[config.mk]
export PLATFORM = sky130hd
export DESIGN_NAME = fetch_ctrl
export DESIGN_NICKNAME = d
export VERILOG_FILES = /design/src/rtl/fetch_ctrl.sv
export SDC_FILE = /design/constraint.sdc
export NUM_CORES = 1
export LEC_CHECK = 0
export BUFFER_PORTS_ARGS = -buffer_cell sky130_fd_sc_hd__buf_2
export CORE_MARGIN = 4
export CORE_UTILIZATION = 55
export DETAILED_ROUTE_END_ITERATION = 7
export HOLD_SLACK_MARGIN = 0.05
export MAX_ROUTING_LAYER = met4
export PLACE_DENSITY = 0.84
export SLEW_MARGIN = 10
export SYNTH_ARGS = -nofsm -noshare
export SYNTH_HDL_FRONTEND = slang
export SYNTH_SLANG_ARGS = --single-unit
[constraint.sdc]
create_clock -name clk -period 4.8 [get_ports clk]
set_input_delay 1.2 -clock clk [delete_from_list [all_inputs] [get_ports clk]]
set_output_delay 1.2 -clock clk [all_outputs]
set_load 0.02 [all_outputs]
[src/rtl/fetch_ctrl.sv]
// Instruction fetch controller: issues one word request at a time, holds the returned
// instruction for decode, and steers the fetch address on branch/flush redirects.
module fetch_ctrl #(
    parameter logic [31:0] RESET_PC = 32'h0000_0000
) (
    input  logic        clk,
    input  logic        rst,
    input  logic        branch_flag_i,
    input  logic [31:0] branch_target_i,
    input  logic        flush_i,
    input  logic [31:0] flush_pc_i,
    input  logic        id_ready_i,
    output logic        imem_req_o,
    output logic [31:0] imem_addr_o,
    input  logic        imem_ack_i,
    input  logic [31:0] imem_rdata_i,
    output logic        if_valid_o,
    output logic [31:0] if_inst_o,
    output logic [31:0] if_pc_o,
    output logic [31:0] fetch_cnt_o
);

    typedef enum logic [1:0] {
        S_RESET        = 2'd0,
        S_FETCH        = 2'd1,
        S_WAIT_DISCARD = 2'd2,
        S_VALID        = 2'd3
    } state_t;

    state_t      state, state_nxt;
    logic [31:0] pc, pc_nxt;
    logic        pend_vld, pend_vld_nxt;
    logic        pend_flush, pend_flush_nxt;
    logic [31:0] pend_tgt, pend_tgt_nxt;
    logic [31:0] if_inst_nxt, if_pc_nxt, cnt_nxt;

    logic        redirect;
    logic        mrg_vld, mrg_flush;
    logic [31:0] mrg_tgt;

    // Fold this cycle's redirect into the pending one: flush always wins,
    // a branch may only replace another branch.
    always_comb begin
        redirect  = flush_i | branch_flag_i;
        mrg_vld   = pend_vld;
        mrg_flush = pend_flush;
        mrg_tgt   = pend_tgt;
        if (flush_i) begin
            mrg_vld   = 1'b1;
            mrg_flush = 1'b1;
            mrg_tgt   = {flush_pc_i[31:2], 2'b00};
        end else if (branch_flag_i && !(pend_vld && pend_flush)) begin
            mrg_vld   = 1'b1;
            mrg_flush = 1'b0;
            mrg_tgt   = {branch_target_i[31:2], 2'b00};
        end
    end

    always_comb begin
        state_nxt      = state;
        pc_nxt         = pc;
        pend_vld_nxt   = pend_vld;
        pend_flush_nxt = pend_flush;
        pend_tgt_nxt   = pend_tgt;
        if_inst_nxt    = if_inst_o;
        if_pc_nxt      = if_pc_o;
        cnt_nxt        = fetch_cnt_o;

        case (state)
            S_RESET: begin
                state_nxt = S_FETCH;
            end
            S_FETCH: begin
                if (imem_ack_i) begin
                    if (redirect) begin
                        pc_nxt         = mrg_tgt;
                        pend_vld_nxt   = 1'b0;
                        pend_flush_nxt = 1'b0;
                    end else if (pend_vld) begin
                        state_nxt = S_WAIT_DISCARD;
                    end else begin
                        if_inst_nxt = imem_rdata_i;
                        if_pc_nxt   = pc;
                        state_nxt   = S_VALID;
                    end
                end else begin
                    // Request must complete at its original address; remember where to go.
                    pend_vld_nxt   = mrg_vld;
                    pend_flush_nxt = mrg_flush;
                    pend_tgt_nxt   = mrg_tgt;
                end
            end
            S_WAIT_DISCARD: begin
                pc_nxt         = mrg_tgt;
                pend_vld_nxt   = 1'b0;
                pend_flush_nxt = 1'b0;
                state_nxt      = S_FETCH;
            end
            S_VALID: begin
                if (redirect) begin
                    pc_nxt    = mrg_tgt;
                    state_nxt = S_FETCH;
                end else if (id_ready_i) begin
                    pc_nxt    = pc + 32'd4;
                    cnt_nxt   = fetch_cnt_o + 32'd1;
                    state_nxt = S_FETCH;
                end
            end
            default: begin
                state_nxt = S_RESET;
            end
        endcase
    end

    always_ff @(posedge clk) begin
        if (rst) begin
            state       <= S_RESET;
            pc          <= RESET_PC;
            pend_vld    <= 1'b0;
            pend_flush  <= 1'b0;
            pend_tgt    <= 32'd0;
            if_inst_o   <= 32'd0;
            if_pc_o     <= 32'd0;
            fetch_cnt_o <= 32'd0;
        end else begin
            state       <= state_nxt;
            pc          <= pc_nxt;
            pend_vld    <= pend_vld_nxt;
            pend_flush  <= pend_flush_nxt;
            pend_tgt    <= pend_tgt_nxt;
            if_inst_o   <= if_inst_nxt;
            if_pc_o     <= if_pc_nxt;
            fetch_cnt_o <= cnt_nxt;
        end
    end

    assign imem_req_o  = (state == S_FETCH);
    assign imem_addr_o = pc;
    assign if_valid_o  = (state == S_VALID);

endmodule

Yosys cells after proc, flatten, opt, wreduce, memory -nomap -nowiden:

Cells that the tools add are included.
W data, S select, Z words.

* input port bits: 102
* bits in registers: 164
* output and inout bits: 130

* eq/ne operators: 9
* reductions and logical operators: 13
* add/sub/neg operators: 2
* bitwise operators: 4
* muxes and demuxes: 22

Operators with widths (count)
* $mux W32: 6
* $pmux W32 S3: 1
* $add A32 B1 Y32 const B: 1
* $add A32 B3 Y32 const B: 1
* $reduce_and A3 Y1: 3
* $mux W1: 8
* $mux W2: 4
* $reduce_and A4 Y1: 2
* $ne A3 B2 Y1 const B: 2
* $pmux W2 S3: 1
* $eq A2 B2 Y1 const B: 2
* $ne A2 B1 Y1 const B: 2
* $ne A4 B2 Y1 const B: 1
* $pmux W1 S2: 2
* $not A1 Y1: 3
* $reduce_bool A3 Y1: 1
* $eq A2 B1 Y1 const B: 1
* $logic_and A1 B1 Y1: 2
* $logic_not A2 Y1: 1
* $ne A2 B2 Y1 const B: 1
* $reduce_and A2 Y1: 1
* $reduce_bool A2 Y1: 1
* $reduce_or A2 Y1: 1
* $logic_not A1 Y1: 1
* $or A1 B1 Y1: 1

Depth between registers and ports, before layout:

* depth in word-level cells: 8
* gate-level depth with buffers: 9
* gate-level depth less buffers: 7

Worst setup path after synthesis:

Ideal clock, no wire load.

* path kind: input to register
* start point: input branch_flag_i
* end point: register fetch_cnt_o[27]
* data required time: 4679 ps
* setup time: 121 ps
* path buffers: 2
* cell stages on the path: 7
* arrival time: 2613 ps
* setup slack: 2065 ps
* path through: buf_6 nor4bb_1 buf_4 nand4_4 nor3b_4 nand3_1 mux2_4

* longest elaborated chain between the ends: 3

Ends and longest elaborated chain
* from (decl): RTL line 8 `input logic branch_flag_i,`
* $or A1 B1 Y1: RTL line 44 `redirect = flush_i | branch_flag_i;`
* $not A1 Y1 (no line)
* $reduce_and A3 Y1 (no line)
* to (signal assigned): RTL line 133 `fetch_cnt_o <= cnt_nxt;`
* to (decl): RTL line 20 `output logic [31:0] fetch_cnt_o`

Every way passes these cells.
A chain may end at the register's enable or synchronous reset.

Worst setup path in the final report:

* start point: input branch_flag_i
* end point: register pc[8] (netlist: imem_addr_o[8])

* longest elaborated chain between the ends: 6
* elaborated cells between the ends (all ways): 11
* those cells by class: eq/ne (2); mux (6); bitwise (1); reduce/logical (2)

Ends and longest elaborated chain
* $logic_and A1 B1 Y1: RTL line 52 `end else if (branch_flag_i && !(pend_vld && pend_flush)) begin`
* $mux W32: RTL line 52
* $mux W32: RTL line 48 `if (flush_i) begin`
* $mux W32: RTL line 75 `if (redirect) begin`
* $mux W32: RTL line 74 `if (imem_ack_i) begin`
* $pmux W32 S3: RTL line 69 `case (state)`
* to (signal assigned): RTL line 127 `pc <= pc_nxt;`
* to (decl): RTL line 31 `logic [31:0] pc, pc_nxt;`

Several ways; a longest one is shown, not always the timed one. The select of a mux whose other input is x is not followed.

==> impl_metrics.csv <==
group,metric,value,unit
global_routing,grt_pass1_vias,7174,
yosys,yosysWarnings,0,
yosys,synth_nets,1102,
detailed_routing,drtAntennaViolNets,0,
layout,fillers,1172,
detailed_routing,drtIter0Drc,783,
worst_setup_path,arrival,3300,ps
layout,layout_common_cells,"226 x buf_2, 213 x nand2_1, 164 x dfxtp_1",
worst_setup_path,end_kind,"flop",
worst_setup_path,slowest_stage,"a21boi_4",
timing,rsz0062_at_grt,"false",
clock_network,cts_max_path_buffers,2,
layout,areaGrowthSynthToFinish,22.0,%
worst_setup_path,cpLargestDelayFamily,"compound AO/OA/AOI/OAI gates",
clock_network,postCtsHoldBufs,0,
clock_network,postCtsSetupBuffers,0,
flow_run,maxCapViolations,0,
floorplan,start_util,56.2,%
yosys,synth_edf_count,0,
worst_setup_path,required,5140,ps
layout,drive_gt1_share,24.9,%
run_status,outcome,"finished clean",
yosys,synth_top_cell_area_share,41.9,%
timing,finalCriticalPeriod,2960,ps
worst_setup_path,worst_setup_path_start_kind,"input port",
detailed_routing,drc,0,
yosys,async_flop_share,0,%
placement,place.gp.congestion,0.907,
yosys,synth_cell_type_count,65,
global_routing,gr-total-overflow,0,
global_routing,grt_first_pass_wirelength,36400,µm
clock_network,worstSkewPairLatency,430,ps
clock_network,clkSinkCount,164,
yosys,synth_top_cell_by_area,"dfxtp_1",
detailed_routing,firstDrtPassIters,5,
timing,worst_pin_slew,1210,ps
floorplan,num_rows,43,
worst_setup_path,rr_endpoint,"pend_tgt[21]",
floorplan,die_x,127,µm
min_path,hold_path.class,"reg2reg",
global_routing,antenna_found_initial,0,
timing,timing.hold.ws,450,ps
min_path,hold_start,"if_pc_o[28]",
detailed_routing,drt-wirelength-per-cell,16.6,µm
detailed_routing,viasPerCell,5.84,
worst_setup_path,r2r_start,"state[1]",
floorplan,core-area,13900,µm²
worst_setup_path,crit_chain,"buf_2, a21boi_4, buf_4, mux2i_1, o21ai_0, a21oi_1, a211oi_1",
layout,final_common_cell,"buf_2",
clock_network,cts_resized,0,
layout,antenna_cells,0,
placement,hpwl,15900,µm
yosys,synthesis.instances,993,
floorplan,die_area,16200,µm²
timing,post-route-period-util,61.6,%
clock_network,numCtsBuffers,17,
worst_setup_path,reg2reg_depth,6,
clock_network,htree_levels,4,
yosys,avgSynthCellArea,7.88,µm²
power,p_leak,4.04,nW
power,max-vdd-ir-drop,0.252,mV
min_path,worstHoldEndpoint,"if_pc_o[28]",
layout,ff_latch_area,3280,µm²
timing,hold_viol_final,0,
timing,setup_viol,0,
placement,place.port_buffers,227,
worst_setup_path,crit_path_max_incr_delay,530,ps
floorplan,die_y,127,µm
layout,nNetsFinal,1285,
yosys,ys.flop_type,"dfxtp_1",
detailed_routing,vias,7989,
yosys,synth.cell_area,7830,µm²
floorplan,io_pins,232,
clock_network,root_buffer,"clkbuf_16",
timing,slew_violations,0,
worst_setup_path,rrSetupSlack,1980,ps
clock_network,clkSlewWorstSetupHoldPaths,60,ps
global_routing,gr-usage-all-layers,28.2,%
yosys,ys_ff_latch,164,
timing,setup_tns,0,ps
layout,multi_input_area,4190,µm²
clock_network,cts_tree,"yes",
detailed_routing,detail_route.wirelength,22700,µm
worst_setup_path,path_class,"in2reg",
yosys,synthTopCellsByArea,"dfxtp_1 42%, nand2_1 10%, a21oi_1 7.5%, mux2i_1 3.5%, nor2_1 3.4%",
timing,fmax,338,MHz
global_routing,grt_max_degree,65,
min_path,whs_path_depth,2,
timing,maxSlewHeadroom,18.8,%
worst_setup_path,crit_path_max_fanout,24,
yosys,yosysSeqAreaShare,41.9,%
power,powerDensity,349,nW/µm²
worst_setup_path,worstPathBufferInverterCount,2,
timing,finClkSkew,9.25,ps
## kinds of logic after synthesis
kind of cell / share of synthesized area (%)
DFF: 41.9
adders and majority gates: 1.12
xor gates and xnor gates: 2.46
and+or+nand+nor: 28.1
muxes: 4.46
AOI/OAI and AO/OA: 17.0
buffers and inverters: 4.87
## how the worst max path moves through the flow
stage / startpoint / endpoint / depth (start not counted)
6_report: branch_flag_i / imem_addr_o[8] / 7
5_1_grt: state[1] / pend_tgt[28] / 6
4_1_cts: branch_flag_i / imem_addr_o[8] / 7
3_5_place_dp: branch_flag_i / imem_addr_o[8] / 7
3_3_place_gp: branch_flag_i / imem_addr_o[8] / 7
2_1_floorplan: branch_flag_i / fetch_cnt_o[27] / 7
## layer usage
metal	up-vias	part of all wire (%)	GRT usage, %
li1	3840	-	-
met1	3720	43	38.8
met2	400	46	42.7
met3	29	9.2	4.97
met4	0	1.4	8.08
met5	-	0	-
## power breakdown
group / internal, mW / total, mW / switching, mW
clock network: 0.806 / 1.36 / 0.552
logic: 0.168 / 0.467 / 0.300
registers: 1.42 / 1.51 / 0.0824
## synth_stat cells, types with 8 or more instances
master	number
a211oi_1	18
nand2_1	213
a31oi_1	11
and3_1	17
buf_2	23
nand2b_1	19
clkbuf_1	44
nand3_1	38
or3_1	10
nor3_1	18
nor4_1	8
xnor2_1	15
nor2_1	70
o21ai_0	45
nand4_1	24
mux2i_1	27
a21oi_1	117
dfxtp_1	164
## flip-flops by register name, summed over array words and instances, names as in the netlist
name,count
state,2
fetch_cnt_o,32
pend_vld,1
pend_flush,1
if_inst_o,32
pend_tgt,32
imem_addr_o,32
if_pc_o,32
## per-stage QoR
stage | std cells | setup slack, ps | instance area [µm²] | total power [mW] | util, %
after floorplan | 993 | 2070 | 7830 | 1.82 | -
final | 1368 | 1840 | 9550 | 3.33 | 68.6
after CTS | 1368 | 1910 | 9550 | 3.33 | 68.6
after global routing | 1368 | 1670 | 9550 | 3.45 | 68.6
after global placement | 1337 | 1510 | 8960 | 1.98 | 64.3
after detailed placement | 1337 | 1460 | 8960 | 1.99 | 64.3
## final cells by class
class	instances	area share [%]
clock inverter	11	1.31
tap	180	2.36
timing repair buffer	240	12.9
inverter	7	0.275
clock buffer	20	4.89
sequential	164	34.4
multi-input combinational	746	43.9
## tightest hold or removal path: cells and delay by family (launching register included)
family,cells,cell delay [ps]
flops,1,310
simple gates,1,50
compound gates,1,50
Power figures use the tool's default switching activity.
